File: src/rtl/sample_accum_if.sv
`default_nettype none
// ============================================================================
// Module   : sample_accum_if
// Brief    : Sample-in / block-sum-out handshake bundle for sample_accum.
// Revision : 1.0
// ============================================================================
interface sample_accum_if #(
    parameter int ACC_W = 8
);
    logic signed [4:0]       in_data;
    logic                    in_valid;
    logic                    in_ready;
    logic                    clear;
    logic signed [ACC_W-1:0] out_data;
    logic                    out_valid;
    logic                    out_ready;
    logic                    ovf;

    modport master (
        output in_data, in_valid, clear, out_ready,
        input  in_ready, out_data, out_valid, ovf
    );

    modport slave (
        input  in_data, in_valid, clear, out_ready,
        output in_ready, out_data, out_valid, ovf
    );
endinterface
`default_nettype wire

File: src/rtl/sample_accum.sv
`default_nettype none
// ============================================================================
// Module   : sample_accum
// Brief    : Sums COUNT signed samples per block into a registered result.
//            Define SAMPLE_ACCUM_SATURATE_EN for saturating sums with ovf.
// Revision : 1.0
// ============================================================================
module sample_accum #(
    parameter int COUNT = 4,
    parameter int ACC_W = 8
) (
    input  wire logic          clk,
    input  wire logic          reset_n,
    sample_accum_if.slave      bus
);
    localparam int                 c_cnt_w = (COUNT > 2) ? $clog2(COUNT) : 1;
    localparam logic [c_cnt_w-1:0] c_last  = c_cnt_w'(COUNT - 1);

    logic [c_cnt_w-1:0]      cnt_q, cnt_d;
    logic signed [ACC_W-1:0] acc_q, acc_d;
    logic signed [ACC_W-1:0] out_data_q, out_data_d;
    logic                    out_valid_q, out_valid_d;

    logic                    w_in_ready;
    logic                    w_accept;
    logic signed [ACC_W-1:0] w_base;
    logic signed [ACC_W-1:0] w_sum;

`ifdef SAMPLE_ACCUM_SATURATE_EN
    logic signed [ACC_W:0]   w_wide;
    logic                    w_clip;
    logic                    w_blk_ovf;
    logic                    blk_ovf_q, blk_ovf_d;
    logic                    ovf_q, ovf_d;
`endif

    always_comb begin
        w_in_ready = !bus.clear && !((cnt_q == c_last) && out_valid_q);
        w_accept   = bus.in_valid && w_in_ready;
        // An EMPTY block starts from zero regardless of the stale accumulator.
        w_base     = (cnt_q == '0) ? '0 : acc_q;
`ifdef SAMPLE_ACCUM_SATURATE_EN
        w_wide    = (ACC_W+1)'(w_base) + (ACC_W+1)'(bus.in_data);
        w_clip    = w_wide[ACC_W] ^ w_wide[ACC_W-1];
        if (!w_clip)
            w_sum = w_wide[ACC_W-1:0];
        else if (w_wide[ACC_W])
            w_sum = {1'b1, {(ACC_W-1){1'b0}}};
        else
            w_sum = {1'b0, {(ACC_W-1){1'b1}}};
        w_blk_ovf = ((cnt_q == '0) ? 1'b0 : blk_ovf_q) | w_clip;
`else
        w_sum     = w_base + ACC_W'(bus.in_data);
`endif
    end

    always_comb begin
        cnt_d       = cnt_q;
        acc_d       = acc_q;
        out_data_d  = out_data_q;
        out_valid_d = out_valid_q;
`ifdef SAMPLE_ACCUM_SATURATE_EN
        blk_ovf_d   = blk_ovf_q;
        ovf_d       = ovf_q;
`endif
        if (out_valid_q && bus.out_ready) begin
            out_valid_d = 1'b0;
`ifdef SAMPLE_ACCUM_SATURATE_EN
            ovf_d       = 1'b0;
`endif
        end
        if (bus.clear) begin
            cnt_d = '0;
            acc_d = '0;
`ifdef SAMPLE_ACCUM_SATURATE_EN
            blk_ovf_d = 1'b0;
`endif
        end else if (w_accept) begin
            // A completing block overrides a same-edge take of the old result.
            if (cnt_q == c_last) begin
                out_data_d  = w_sum;
                out_valid_d = 1'b1;
                cnt_d       = '0;
`ifdef SAMPLE_ACCUM_SATURATE_EN
                ovf_d       = w_blk_ovf;
`endif
            end else begin
                acc_d = w_sum;
                cnt_d = cnt_q + c_cnt_w'(1);
`ifdef SAMPLE_ACCUM_SATURATE_EN
                blk_ovf_d = w_blk_ovf;
`endif
            end
        end
    end

    always_ff @(posedge clk or negedge reset_n) begin
        if (!reset_n) begin
            cnt_q       <= '0;
            acc_q       <= '0;
            out_data_q  <= '0;
            out_valid_q <= 1'b0;
`ifdef SAMPLE_ACCUM_SATURATE_EN
            blk_ovf_q   <= 1'b0;
            ovf_q       <= 1'b0;
`endif
        end else begin
            cnt_q       <= cnt_d;
            acc_q       <= acc_d;
            out_data_q  <= out_data_d;
            out_valid_q <= out_valid_d;
`ifdef SAMPLE_ACCUM_SATURATE_EN
            blk_ovf_q   <= blk_ovf_d;
            ovf_q       <= ovf_d;
`endif
        end
    end

    assign bus.in_ready  = w_in_ready;
    assign bus.out_data  = out_data_q;
    assign bus.out_valid = out_valid_q;
`ifdef SAMPLE_ACCUM_SATURATE_EN
    assign bus.ovf       = ovf_q;
`else
    assign bus.ovf       = 1'b0;
`endif

endmodule
`default_nettype wire

File: src/flat_wrapper.sv
// flat-port wrapper written by rule: the top's interface ports become plain ports
module sample_accum_flat 
#(
    parameter int COUNT = 4,
    parameter int ACC_W = 8
)
  (clk, reset_n, bus_in_data, bus_in_valid, bus_clear, bus_out_ready, bus_in_ready, bus_out_data, bus_out_valid, bus_ovf);
  sample_accum_if #(.ACC_W(ACC_W)) bus_i ();
  input  wire logic clk;
  input  wire logic reset_n;
  input wire logic [$bits(bus_i.in_data)-1:0] bus_in_data;
  input wire logic [$bits(bus_i.in_valid)-1:0] bus_in_valid;
  input wire logic [$bits(bus_i.clear)-1:0] bus_clear;
  input wire logic [$bits(bus_i.out_ready)-1:0] bus_out_ready;
  output wire logic [$bits(bus_i.in_ready)-1:0] bus_in_ready;
  output wire logic [$bits(bus_i.out_data)-1:0] bus_out_data;
  output wire logic [$bits(bus_i.out_valid)-1:0] bus_out_valid;
  output wire logic [$bits(bus_i.ovf)-1:0] bus_ovf;
  assign bus_i.in_data = bus_in_data;
  assign bus_i.in_valid = bus_in_valid;
  assign bus_i.clear = bus_clear;
  assign bus_i.out_ready = bus_out_ready;
  assign bus_in_ready = bus_i.in_ready;
  assign bus_out_data = bus_i.out_data;
  assign bus_out_valid = bus_i.out_valid;
  assign bus_ovf = bus_i.ovf;
  sample_accum #(.COUNT(COUNT), .ACC_W(ACC_W)) u_core (.clk(clk), .reset_n(reset_n), .bus(bus_i));
endmodule
File: config.mk
export PLATFORM = sky130hd
export DESIGN_NAME = sample_accum_flat
export DESIGN_NICKNAME = d
export VERILOG_FILES = /design/src/rtl/sample_accum_if.sv /design/src/rtl/sample_accum.sv /design/src/flat_wrapper.sv
export SDC_FILE = /design/constraint.sdc
export NUM_CORES = 1
export LEC_CHECK = 0
export CORE_UTILIZATION = 57
export DETAILED_ROUTE_END_ITERATION = 6
export HOLD_SLACK_MARGIN = 0.12
export PLACE_DENSITY = 0.81
export SETUP_SLACK_MARGIN = 0.4
export SKIP_CTS_REPAIR_TIMING = 1
export SLEW_MARGIN = 5
export SYNTH_ARGS = -nofsm -noshare
export SYNTH_HDL_FRONTEND = slang
export SYNTH_SLANG_ARGS = --single-unit
export TNS_END_PERCENT = 100
File: constraint.sdc
create_clock -name clk -period 6.75 [get_ports clk]
set_input_delay 1.35 -clock clk [delete_from_list [all_inputs] [get_ports clk]]
set_output_delay 1.35 -clock clk [all_outputs]
set_load 0.05 [all_outputs]
-- Yosys cells after proc, flatten, opt, wreduce, memory -nomap -nowiden
Cells that the tools add are included.
- bits in registers: 19
- input port bits: 10
- output and inout port bits: 11
- word-level logic and storage cells: 30
- $add $sub $neg: 2
- equality and inequality tests: 2
- muxes and demuxes: 11
- bitwise logic cells: 1
- reductions and logical operators: 10
- operator list (operator ; count):
    2-to-1 mux 8 bit ; 4
    adder 8 x 5 -> 8 bit ; 1
    2-to-1 mux 2 bit ; 3
    logical AND 1 bit ; 4
    2-to-1 mux 1 bit ; 4
    AND reduction 3 bit ; 1
    adder 2 x 1 -> 2 bit, second input constant ; 1
    == test 2 bit, second input constant ; 1
    zero test 1 bit ; 2
    zero test 2 bit ; 1
    inequality test 2 bit, second input constant ; 1
    AND reduction 2 bit ; 1
    nonzero test 2 bit ; 1
    NOT 1 bit ; 1

-- Depth between registers and ports, before layout
- depth in word-level cells: 7
- depth in mapped cells: 11
- depth with buffers taken out: 10

-- Worst setup path before layout
OpenSTA, ideal clock, no wires.
- path kind: input -> output
- start point: in bus_clear
- end point: out bus_in_ready
- data arrival time: 2309 ps
- required time: 5400 ps
- path slack: 3091 ps
- stages: 2
- buffers on the path: 1
- path through: clkbuf_1 > a21oi_1
- word-level cells in the longest chain between the ends: 2
- RTL lines (item ; RTL line ; RTL):
    start: declaration ; flat_wrapper.sv:13 ; input wire logic [$bits(bus_i.clear)-1:0] bus_clear;
    zero test 1 bit ; sample_accum.sv:38 ; w_in_ready = !bus.clear && !((cnt_q == c_last) && out_valid_q);
    logical AND 1 bit ; sample_accum.sv:38 ;
    end: declaration ; flat_wrapper.sv:15 ; output wire logic [$bits(bus_i.in_ready)-1:0] bus_in_ready;
Every way passes these cells.

-- Worst setup path after layout
Ends and elaborated chain as after synthesis.

==> reports/results.ini <==
[drt]
postRouteAntennaNets=0
vias=1069
drt_iter0_drc=37
vias_per_cell=5.72
wl_per_cell_um=13.5
drc=0
firstDrtPassIters=4
wirelength_mm=2.52

[grt]
grt_pass1_vias=1013
grt_usage_pct=23.2
grt.overflow.total=0
antenna_found_initial=0
grt_max_degree=20
grt_pass1_wl_mm=4.43

[timing]
hold_slack_ps=491
final_max_slew_viol_count=0
fin_setup_tns_ps=0
tightest_slew_ps=824
fmax_ghz=0.226
rsz0062_at_grt=no
min_period_over_period_pct=65.6
setup_viol=0
finClkSkew_ps=3.51
hold_violations=0
slew_headroom_pct=44.9
period_needed_ps=4430

[synth]
synth_ff_type=dfrtp_1
synth_edf_count=0
yosys-top-cells-area=dfrtp_1, ha_1, a21oi_1
synth-seq-area-share_pct=36.5
synth_fa_ha_area_share_pct=10.2
yosys.area_share.simple_pct=19.5
synth.most_common_cell=dfrtp_1
synth-compound-area-share_pct=21.0
synth_commonest_cells=dfrtp_1, nand2_1, a21oi_1
synth_cell_type_count=43
ys_warn_count=0
syn_nets=165
synth_top_family_by_area=compound AO/OA/AOI/OAI gates
avgSynthCellArea_um2=8.99
yosys.area.top_type=dfrtp_1
synthDominantCellAreaShare_pct=36.5
ys_ff_latch=19
synth_area_um2=1300
synthArstFlopShare_pct=100
synthCells=145
synthXorXnorAreaFrac_pct=3.74
synthMuxAreaShare_pct=3.45

[clocking]
clock_tree.buffer_depth=2
clkTransAtPathRegs_ps=110
root_buffer=clkbuf_4
numClockSinks=19
numCtsBuffers=3
cts_tree=built
htree_levels=1
clk_latency_ps=300

[power]
p_comb_share_pct=36.0
power_density_nw_per_um2=197
swShare_pct=36.8
power.share.sequential_pct=44.2
power_leakage_nw=0.673
power.share.clock_pct=19.8
p_int_mw=0.189
finalPower_mw=0.299
p_sw_mw=0.110
peakVddDrop_v=0.000201

[worst_setup_path]
cp_slowest_stage_delay_ps=830
crit_family=buffers and inverters
crit_required_ps=5400
endpoint_kind=output port
worstPathCellList=clkdlybuf4s50_1, a21oi_1, clkdlybuf4s50_1
start_kind=primary input
cp.arrival_ps=3080
critical_path_class=primary input to output port
crit_top_cell=clkdlybuf4s50_1
critical_path_buf_inv_count=2
critPathSlowestCell=clkdlybuf4s50_1
critPathMaxFanout=14

[placement]
gp_congestion=0.793
post-dp-hpwl_mm=1.96
dp_cells=183
numPortBuffers=19
placement.cell_area_um2=1480

[finish]
drive_above_1_share_pct=8.13
nNetsFinal=181
num-fill-cells=149
fin_area_um2=1510
seqCellArea_um2=475
final_cells=187
syn_to_final_growth_pct=16.1
multiInputGateArea_um2=758
diodes=0

[floorplan]
core_area_um2=2060
ios=21
die_y_um=49.8
initial_core_util_pct=63.2
die_w_um=49.8
die_area_um2=2480
num_rows=16

[worst_hold_path]
min_path_type=flip-flop to flip-flop

[outcome]
status=finished, final reports clean

[flow_run]
max_cap_viol_count=0

## power by group through the flow
stage	Sequential, mW	Clock, mW	Combinational, mW
finish	0.132	0.0593	0.107
global placement	0.134	0	0.105
global route	0.134	0.0636	0.117
CTS	0.132	0.0587	0.108
detailed placement	0.135	0	0.108
floorplan	0.160	0	0.0469
## stage by stage
stage	setup WS, ps	utilization, %
6_report	2320	73.4
5_1_grt	2240	73.4
4_1_cts	2340	73.4
3_5_place_dp	2360	72.0
3_3_place_gp	2350	72.0
2_1_floorplan	3090	-
## cell type report
cell class | count | area share [%]
Timing Repair Buffer | 19 | 12.6
Tap cell | 27 | 2.23
Sequential cell | 19 | 31.4
Multi-Input combinational cell | 111 | 50.1
Clock inverter | 1 | 0.496
Inverter | 7 | 1.74
Clock buffer | 3 | 1.49
## cells by family (layout without fill, tap and decap cells)
logic type / Yosys count / in the layout
muxes: 4 / 4
DFF: 19 / 19
xor gates and xnor gates: 4 / 4
other: 1 / 1
and+or+nand+nor: 51 / 51
buffers and inverters: 15 / 30
AOI/OAI and AO/OA: 41 / 41
adders and majority gates: 10 / 10
## metal layers
metal | GRT usage (%) | routed length, um
met5 | 0 | 0
met4 | 4.29 | 0
met3 | 2.78 | 104
met2 | 39.0 | 1170
met1 | 32.3 | 1240
## worst paths after layout
path,slack (ps),to,cells past startpoint,from
max,2320,bus_in_ready,3,bus_clear
min,490,u_core.bus.out_data[5],2,u_core.bus.out_data[5]
max reg2reg,4050,u_core.acc_q[6],10,u_core.cnt_q[0]
min reg2reg,490,u_core.bus.out_data[5],2,u_core.bus.out_data[5]
max in group asynchronous,4730,u_core.acc_q[5],1,reset_n
min in group asynchronous,1510,u_core.bus.out_data[0],1,reset_n
## cell usage in the layout (no fill, tap or decap), types with 2 or more instances in the layout
cell type,n
clkbuf_4,3
nand3_1,6
o21ai_0,8
a21oi_1,12
nor2b_1,8
nor3_1,6
nor2_1,7
xnor2_1,2
dfrtp_1,19
nand2b_1,2
o211a_1,2
inv_1,7
nand2_1,15
ha_1,9
a211oi_1,2
and2_1,2
clkdlybuf4s50_1,19
o21a_1,5
mux2_2,4
## worst reg2reg max path: cells and delay by family (launching register included)
kind	cells	cell delay (ps)
AO/OA/AOI/OAI	4	920
AND/OR/NAND/NOR	2	160
adder cells (fa/ha/maj)	3	1050
buffers and inverters	1	70
flip-flops	1	430
## registers in the layout, indices dropped and copies added, names as in the netlist
register,flops
u_core.acc_q,8
u_core.bus.out_data,8
u_core.bus.out_valid,1
u_core.cnt_q,2
Note: power is estimated with default switching activity, not from simulation.
